### src/rtl/por_pkg.sv
// Shared types and defaults for the power-on reset sequencer.
// State encoding is fixed because it is exported on the debug state port.
package por_pkg;

   typedef enum logic [1:0] {
      IDLE     = 2'd0,
      DEBOUNCE = 2'd1,
      HOLD     = 2'd2,
      RUN      = 2'd3
   } por_state_t;

   localparam int POR_SYNC_STAGES   = 2;
   localparam int POR_STABLE_CYCLES = 16;
   localparam int POR_HOLD_CYCLES   = 8;

   // Phase counter width: enough for the larger of the two terminal counts, at least 1 bit.
   function automatic int cnt_width(input int a, input int b);
      int m;
      m = (a > b) ? a : b;
      return (m <= 1) ? 1 : $clog2(m);
   endfunction

endpackage

### src/rtl/bit_synchronizer.sv
// Multi-flop synchronizer for a single asynchronous level signal.
// Clears to 0 on reset so a downstream consumer sees "not asserted" first.
module bit_synchronizer #(
   parameter int STAGES = 2
) (
   input  logic clock,
   input  logic reset,
   input  logic d,
   output logic q
);

   logic [STAGES-1:0] sync;

   always_ff @(posedge clock or posedge reset) begin
      if (reset) begin
         sync <= '0;
      end else begin
         sync <= {sync[STAGES-2:0], d};
      end
   end

   assign q = sync[STAGES-1];

endmodule

### src/rtl/por_sequencer.sv
// Power-on reset sequencer: debounces a synchronized power-good, holds reset for a
// fixed interval, then releases a registered systemReset; drops from RUN count as brownouts.
module por_sequencer
   import por_pkg::*;
#(
   parameter int SYNC_STAGES   = POR_SYNC_STAGES,
   parameter int STABLE_CYCLES = POR_STABLE_CYCLES,
   parameter int HOLD_CYCLES   = POR_HOLD_CYCLES,
   parameter int CNT_W         = 8
) (
   input  logic             clock,
   input  logic             reset,
   input  logic             powerGood,
   output logic             systemReset,
   output logic             resetDone,
   output logic [1:0]       state,
   output logic [CNT_W-1:0] brownoutCount
);

   localparam int CW = cnt_width(STABLE_CYCLES, HOLD_CYCLES);
   localparam logic [CW-1:0] STABLE_LAST = CW'(STABLE_CYCLES - 1);
   localparam logic [CW-1:0] HOLD_LAST   = CW'(HOLD_CYCLES - 1);

   por_state_t    st;
   logic [CW-1:0] cnt;
   logic          pgSync;

   function automatic logic [CNT_W-1:0] sat_inc(input logic [CNT_W-1:0] v);
      return (&v) ? v : v + CNT_W'(1);
   endfunction

   bit_synchronizer #(
      .STAGES (SYNC_STAGES)
   ) u_pg_sync (
      .clock (clock),
      .reset (reset),
      .d     (powerGood),
      .q     (pgSync)
   );

   // Outputs are driven from the state being entered, so they change on the same edge as st.
   always_ff @(posedge clock or posedge reset) begin
      if (reset) begin
         st            <= IDLE;
         cnt           <= '0;
         systemReset   <= 1'b1;
         resetDone     <= 1'b0;
         brownoutCount <= '0;
      end else begin
         systemReset <= 1'b1;
         resetDone   <= 1'b0;
         case (st)
            IDLE: begin
               if (pgSync) begin
                  st  <= DEBOUNCE;
                  cnt <= '0;
               end
            end
            DEBOUNCE: begin
               if (!pgSync) begin
                  st  <= IDLE;
                  cnt <= '0;
               end else if (cnt == STABLE_LAST) begin
                  st  <= HOLD;
                  cnt <= '0;
               end else begin
                  cnt <= cnt + CW'(1);
               end
            end
            HOLD: begin
               if (!pgSync) begin
                  st  <= IDLE;
                  cnt <= '0;
               end else if (cnt == HOLD_LAST) begin
                  st          <= RUN;
                  cnt         <= '0;
                  systemReset <= 1'b0;
                  resetDone   <= 1'b1;
               end else begin
                  cnt <= cnt + CW'(1);
               end
            end
            RUN: begin
               if (!pgSync) begin
                  st            <= IDLE;
                  cnt           <= '0;
                  brownoutCount <= sat_inc(brownoutCount);
               end else begin
                  systemReset <= 1'b0;
                  resetDone   <= 1'b1;
               end
            end
            default: begin
               st  <= IDLE;
               cnt <= '0;
            end
         endcase
      end
   end

   assign state = st;

endmodule
### config.mk
export PLATFORM = sky130hd
export DESIGN_NAME = por_sequencer
export DESIGN_NICKNAME = d
export VERILOG_FILES = /design/src/rtl/por_pkg.sv /design/src/rtl/bit_synchronizer.sv /design/src/rtl/por_sequencer.sv
export SDC_FILE = /design/constraint.sdc
export NUM_CORES = 1
export LEC_CHECK = 0
export BUFFER_PORTS_ARGS = -buffer_cell sky130_fd_sc_hd__clkbuf_2
export CORE_UTILIZATION = 35
export CTS_BUF_LIST = sky130_fd_sc_hd__clkbuf_2 sky130_fd_sc_hd__clkbuf_4 sky130_fd_sc_hd__clkbuf_8
export DETAILED_ROUTE_END_ITERATION = 10
export GPL_TIMING_DRIVEN = 0
export SLEW_MARGIN = 25
export SYNTH_ARGS = -nofsm -noshare
export SYNTH_HDL_FRONTEND = slang
export SYNTH_SLANG_ARGS = --single-unit
### constraint.sdc
create_clock -name clock -period 3.7 [get_ports clock]
set_clock_uncertainty 0.15 [all_clocks]
set_input_delay 0.185 -clock clock [delete_from_list [all_inputs] [get_ports clock]]
set_output_delay 0.185 -clock clock [all_outputs]
set_load 0.02 [all_outputs]
# Yosys cells after proc, flatten, opt, wreduce, memory -nomap -nowiden
# Index checks and enable logic that the tools add are counted.
dict set report classes {
  addsub 2
  n_eq_ne 9
  mux 22
  bitwise_logic 2
  n_reduce_logical 5
}
# cell count
set ops {}
lappend ops {{$mux W4} 6}
lappend ops {{$pmux W4 S4} 1}
lappend ops {{$mux W2} 6}
lappend ops {{$add A8 B1 Y8 const B} 1}
lappend ops {{$pmux W2 S4} 1}
lappend ops {{$reduce_and A8 Y1} 1}
lappend ops {{$mux W1} 6}
lappend ops {{$ne A3 B3 Y1 const B} 2}
lappend ops {{$add A4 B1 Y4 const B} 1}
lappend ops {{$eq A2 B2 Y1 const B} 2}
lappend ops {{$eq A4 B3 Y1 const B} 1}
lappend ops {{$eq A4 B4 Y1 const B} 1}
lappend ops {{$pmux W1 S2} 2}
lappend ops {{$reduce_and A4 Y1} 1}
lappend ops {{$reduce_and A3 Y1} 1}
lappend ops {{$eq A2 B1 Y1 const B} 1}
lappend ops {{$logic_not A2 Y1} 1}
lappend ops {{$ne A2 B1 Y1 const B} 1}
lappend ops {{$ne A2 B2 Y1 const B} 1}
lappend ops {{$not A1 Y1} 2}
lappend ops {{$reduce_and A2 Y1} 1}
dict set report totals {
  regBits 18
  inputBits 3
  output_inout_bits 12
  elab_cells 46
}

# Logic depth before layout (Yosys ltp)
# Gate-level depths: netlist of the first run.
dict set report depth {
  ltp_word 4
  mapped_depth 6
  depth_no_buf 6
}

# Cells and area by module
# Synthesis of the first run repeated with hierarchy kept, for this count alone.
dict set report hier_totals {
  hier_cells 88
  hier_area_um2 935.9
}
# mod n_inst cells_per_inst area_per_inst_um2 seq_area_each_um2
set by_module_without_submodules {}
lappend by_module_without_submodules {por_sequencer 1 85 882.1 401.6}
lappend by_module_without_submodules {bit_synchronizer 1 3 53.8 50.0}

# Worst setup path before layout of the first run
# Ideal clock, no wire load.
dict set report synth_path {
  path_kind {register to register}
  start {register st[0] (netlist: state[0])}
  end {register st[1] (netlist: state[1])}
  setup_time_ns 0.121
  arrival_ns 1.514
  slack_ns 1.915
  stages_incl_launch_ff 7
  synth_period_minus_slack_ns 1.785
  cell_sequence {dfrtp_1 inv_1 ha_1 mux2i_1 and3_1 o21ai_1 a22o_1}
}
dict set report synth_via {
  elab_chain_len 3
}
# item line_no
set synth_lines {}
lappend synth_lines {{start: declaration} por_sequencer.sv:24} ;# por_state_t st;
lappend synth_lines {{start signal: assignment} por_sequencer.sv:44} ;# st <= IDLE;
lappend synth_lines {{start signal: assignment} por_sequencer.sv:55} ;# st <= DEBOUNCE;
lappend synth_lines {{start signal: assignment} por_sequencer.sv:61} ;# st <= IDLE;
lappend synth_lines {{$eq A2 B2 Y1 (tied with other cells)} por_sequencer.sv:52} ;# case (st)
lappend synth_lines {{$ne A3 B3 Y1 (no line) (tied with other cells)} --}
lappend synth_lines {{$reduce_and A4 Y1 (no line)} --}
# Several ways; a longest one is shown, not always the timed one.
# A chain may end at the register's enable or synchronous reset.

# Final worst setup path of the first run
dict set report layout_path {
  start {register st[1] (netlist: state[1])}
  end {register brownoutCount[7]}
}
dict set report layout_via {
  elab_chain_len 2
}
# item line_no
set layout_lines {}
lappend layout_lines {{$eq A2 B2 Y1} por_sequencer.sv:52}
lappend layout_lines {{$reduce_and A3 Y1 (no line)} --}
lappend layout_lines {{end signal: assignment} por_sequencer.sv:87} ;# brownoutCount <= sat_inc(brownoutCount);
lappend layout_lines {{end: declaration} por_sequencer.sv:17} ;# output logic [CNT_W-1:0] brownoutCount
# Every way passes these cells.

==> impl_metrics.ini, run 1 <==
[run_status]
status = finished, final reports clean

[place]
gp_congestion = 0.8276
dp_cells = 131
dp_hpwl_um = 1194
io_buffer_count = 14

[timing]
slew_violations = 0
final_hold_viol_count = 0
fin_crit_ns = 1.815
fmax_ghz = 0.5509
rsz0062_at_grt = no
worst_slew_pin_slew_ns = 0.6623
setup_tns_ns = 0
fin_crit_sh_pct = 49.06
finalSetupViolCount = 0
slew_headroom_pct = 55.80

[floorplan]
start_util_pct = 38.00
die-area_mm2 = 0.002952
io_pins = 15
die_w_um = 54.33
rows = 18
coreArea_mm2 = 0.002522
die_h_um = 54.33

[grt]
grtUsageTotal_pct = 12.88
antenna_found_initial = 0
grt_pass1_vias = 608
grt_overflow = 0
grt_pass1_wl_um = 2691
grt_max_degree = 19

[route]
num_vias = 692
drc = 0
drt_iter0_markers = 8
wl_met3_um = 42
wl_met1_um = 802
topRoutingLayerUsed = met4
ant_nets = 0
dr_wl_met2_um = 725
wirelength_um = 1584
wl_per_cell_um = 11.56
detail_route.vias_per_cell = 5.051
dr.pass1.iters = 4

[power]
pwr_density_cell_mw_per_mm2 = 399.9
vdd_drop_max_mv = 0.1709
p_leak_nw = 0.5297

[logic_synthesis]
synth-edff-count = 0
yosysUniqueCellTypes = 33
synth_area_leaders = dfrtp_1 (44%), ha_1 (9.1%), mux2_2 (4.7%)
yosysTopAreaCellShare_pct = 44.39
syn-num-nets = 97
synth_area_per_cell_um2 = 11.02
syn-cell-area_um2 = 958.4
synth-seq-area-share_pct = 47.13
yosys_warnings = 0
synthFlopType = dfrtp_1
synthCells = 87
synth_top_area_cell = dfrtp_1
synthArstFlopShare_pct = 100.0
synth-seq-cells = 18

[worst_setup_path]
critPathMaxFanout = 6
reg2reg_depth = 5
cp_data_arrival_time_ns = 1.85
r2r_start = state[1]
reg2reg_to = brownoutCount[7]
endpoint_kind = flip-flop
worst_setup_path_start_kind = flip-flop
worst_ep_required_time_ns = 3.74
rrSetupSlack_ns = 1.88
critPathCapture = brownoutCount[7]
timing_worst_setup_path_type = flip-flop to flip-flop
startpoint = state[1]

[cts]
cts_tree = yes
h-tree-depth = 1
cts_buffers = 3
clock-root-buffer = clkbuf_4
postCtsResizedCells = 0
cts_sinks = 18
insertion_delay_ns = 0.28
clk_pin_slew_worst_paths_ns = 0.11
clockBufferDepth = 2

[flow_run]
cap_violations = 0

[finish]
nets = 118
fin_cells = 137
final_layout_size_suffix_gt1_share_pct = 27.10
area_growth_pct = 17.10
antenna_cells = 0
finish.utilization_pct = 44.49

[min_path]
min_path_type = flip-flop to flip-flop
-- repair_timing --
action | 4_1_cts | 5_1_grt
setup endpoints to repair | 0 | 0
buffers inserted | 0 | 0
endpoints found under the hold margin | 18 | 0
hold buffers | 2 | 0
-- layer usage --
metal	vias to the layer above	global-route usage [%]
met3	2	4.167
met4	0	5.128
met2	7	19.51
met5	-	0
met1	330	16.84
li1	353	-
-- final cells by class --
class,instances,area (um2)
Multi-Input combinational cell,64,480.5
Timing Repair Buffer,16,90.09
Fill cell,245,1400
Buffer,1,11.26
Sequential cell,18,451.7
Inverter,4,15.01
Tap cell,30,37.54
Clock buffer,4,36.28
-- cell usage after synthesis (2+ instances only) --
library cell and instances:
inv_1 4, and3_1 2, o21a_1 2, mux2i_1 2, o21ai_0 7, dfrtp_1 17
mux2_2 4, nand3_1 4, ha_1 7, o211ai_1 2, nor2_1 4, a21oi_1 3
nand4_1 2, nand2_1 8
-- logic make-up after synthesis --
logic type / synth area share (%)
flops: 47.13
xor+xnor: 1.828
buf+inv: 2.741
fa+ha+maj: 9.138
compound gates: 12.53
mux: 10.70
simple gates: 15.93
-- flip-flops by register name (all words and copies together), names as in the netlist --
signal          flops
resetDone           1
state               2
cnt                 4
brownoutCount       8
systemReset         1
u_pg_sync.sync      2
-- metrics by stage --
step                total power (W)  setup slack, ns  hold WS [ns]  instance area (um2)
floorplan                 0.0003072            1.915      -0.02716                958.4
global placement          0.0003287            1.944        0.1430                 1066
detailed placement        0.0003314            1.905        0.1446                 1066
CTS                       0.0004555            1.876        0.2101                 1122
global route              0.0004783            1.733        0.2262                 1122
finish                    0.0004488            1.885        0.2064                 1122
-- worst max-delay path, stage by stage, from the launching register on --
cell and delay, ns:
dfrtp_1 0.45, ha_1 0.34, nand4b_1 0.15, nor2_2 0.14, and3_1 0.20, mux2_4 0.30
-- report_power, final --
part | internal [W] | total, W | switching [W]
clock | 0.0000599 | 0.000120 | 0.0000597
combinational | 0.0000438 | 0.000110 | 0.0000663
sequential | 0.000208 | 0.000219 | 0.0000107
-- cell usage in the layout, fill, tap and decap left out, drive strengths merged, types with 3 or more instances in the layout --
cell type  instances
dfrtp             17
o21ai              9
a21oi              3
nand3              4
nor2               5
mux2i              3
mux2               5
inv                4
clkbuf            18
nand2              8
ha                 7
-- how the worst min path moves through the flow --
stage                     cells after the start           endpoint  slack [ns]         startpoint
final                                         0  u_pg_sync.sync[1]        0.21  u_pg_sync.sync[0]
after global routing                          0  u_pg_sync.sync[1]        0.23  u_pg_sync.sync[0]
after CTS                                     0  u_pg_sync.sync[1]        0.21  u_pg_sync.sync[0]
after detailed placement                      1  u_pg_sync.sync[0]        0.14          powerGood
after global placement                        1  u_pg_sync.sync[0]        0.14          powerGood
after floorplan                               1   brownoutCount[0]       -0.03              reset
Power figures use the tool's default switching activity.
==> inputs of run 2 (changes only) <==
Clock period 3.7 ns to 1.8 ns, I/O delays scaled along.
==> run 2 against run 1 <==
Hold slack barely moved. Sequential power rose by 110%. Die area unchanged. Non-clock buffer count increased by 3. Maximum frequency up 5.9%. Clock power is 110% higher. Largest cell class unchanged. Largest power group unchanged.
==> impl_metrics.ini, run 2 (synthesis results as in run 1) <==
[run_status]
status = finished, final reports clean

[timing]
rsz0062_at_grt = yes
fin_hold_ws_ns = 0.2068
finalSetupViolCount = 0
fin_crit_sh_pct = 95.19
slew_headroom_pct = 55.56
fmax_ghz = 0.5836
final_hold_viol_count = 0
fin_crit_ns = 1.713
setup_tns_ns = 0
worst_slew_pin_slew_ns = 0.6659
slew_violations = 0

[worst_setup_path]
startpoint = brownoutCount[0]
timing_worst_setup_path_type = flip-flop to flip-flop
reg2reg_depth = 4
cp_top_family = flip-flops
worst-path-buf-inv = 0
endpoint_kind = flip-flop
rrSetupSlack_ns = 0.09
max_stage_delay_ns = 0.42
cp_slowest_cell = dfrtp_1
r2r_start = brownoutCount[0]
worst_ep_required_time_ns = 1.84
cp_data_arrival_time_ns = 1.75
worst_setup_path_start_kind = flip-flop
critical_path.cell_chain = ha_1 > nand4_1 > o21ai_2 > mux2_2
reg2reg_to = brownoutCount[1]
critPathMaxFanout = 4

[power]
p_leak_nw = 0.5387
vdd_drop_max_mv = 0.3545
pwr_density_cell_mw_per_mm2 = 819.0

[grt]
busiest_layer = met2
grt.met1_usage_pct = 16.84
grt_max_degree = 19
grt_overflow = 0
grt_pass1_vias = 604
grtUsageTotal_pct = 12.82
antenna_found_initial = 0
grt_pass1_wl_um = 2677
met3_usage_pct = 4.167
use_met2_pct = 19.31

[finish]
area_growth_pct = 21.80
final_layout_size_suffix_gt1_share_pct = 34.55
largest-register = brownoutCount
layout.cells.most_common = dfrtp_1
final_cell_mix = dfrtp_1 (16), clkbuf_2 (14), nand2_1 (8)
antenna_cells = 0
fillers = 240
largest_reg_flops = 8
reg_top3 = brownoutCount (8), cnt (4)
nets = 121

[floorplan]
start_util_pct = 38.00
io_pins = 15
rows = 18
die_h_um = 54.33
coreArea_mm2 = 0.002522
die-area_mm2 = 0.002952
die_w_um = 54.33

[cts]
cts_sinks = 18
cts_buffers = 3
clockBufferDepth = 2
clock-root-buffer = clkbuf_4
insertion_delay_ns = 0.28
h-tree-depth = 1
clk_pin_slew_worst_paths_ns = 0.10
cts_tree = yes

[flow_run]
cap_violations = 0

[place]
io_buffer_count = 14
dp_hpwl_um = 1194
gp_congestion = 0.8276

[route]
num_vias = 706
wl_per_cell_um = 11.37
drt_iter0_markers = 6
drc = 0
detail_route.vias_per_cell = 5.043
ant_nets = 0
dr.pass1.iters = 4
wirelength_um = 1592

[min_path]
worstHoldStart = u_pg_sync.sync[0]
hold_depth = 0
hold_end = u_pg_sync.sync[1]
min_path_type = flip-flop to flip-flop
## run 2: changes by cell type in the layout (fill, tap and decap cells not counted), sizes merged
cell and delta:
buf +3
## run 2: stage by stage
step	utilization, %	total power (W)	area [um2]	worst slack, ns	instances
finish	46.28	0.0009561	1167	0.08651	140
floorplan	-	0.0006315	958.4	0.01540	87
CTS	44.99	0.0009536	1135	0.008518	138
global route	46.28	0.001020	1167	-0.02836	140
detailed placement	42.26	0.0006812	1066	0.005460	131
global placement	42.26	0.0006757	1066	0.04369	131
## run 2: layout make-up
type	count	area, um2	area share, %
Timing Repair Buffer	19	112.6	9.646
Inverter	4	15.01	1.286
Clock buffer	4	36.28	3.108
Sequential cell	18	452.9	38.80
Buffer	1	11.26	0.9646
Tap cell	30	37.54	3.215
Multi-Input combinational cell	64	501.7	42.98
## run 2: worst max path at each step
stage,endpoint,slack [ns],cells after the start
2_1_floorplan,state[1],0.02,6
3_3_place_gp,state[1],0.04,6
3_5_place_dp,brownoutCount[7],0.005,5
4_1_cts,brownoutCount[1],0.009,4
5_1_grt,brownoutCount[7],-0.03,5
6_report,brownoutCount[1],0.09,4
## run 2: repair_timing
| item | CTS | global route |
|---|---|---|
| gates cloned | 0 | 0 |
| pin swaps | 0 | 3 |
| endpoints found under the hold margin | 18 | 0 |
| buffers inserted | 1 | 2 |
| resized for setup | 2 | 6 |
| setup endpoints to repair | 4 | 6 |
| hold buffers | 2 | 0 |
## run 2: power breakdown
group,total (W),internal [W],leakage [nW],switching [W]
logic,0.000259,0.000109,0.279,0.000151
registers,0.000450,0.000428,0.239,0.0000218
clock network,0.000247,0.000123,0.0210,0.000124
## run 2: per-layer routing
| metal | share of wire (%) | up-vias |
|---|---|---|
| met5 | 0 | - |
| met4 | 0.82 | 0 |
| met3 | 2.9 | 2 |
| met2 | 46 | 9 |
| met1 | 50 | 336 |
| li1 | - | 359 |
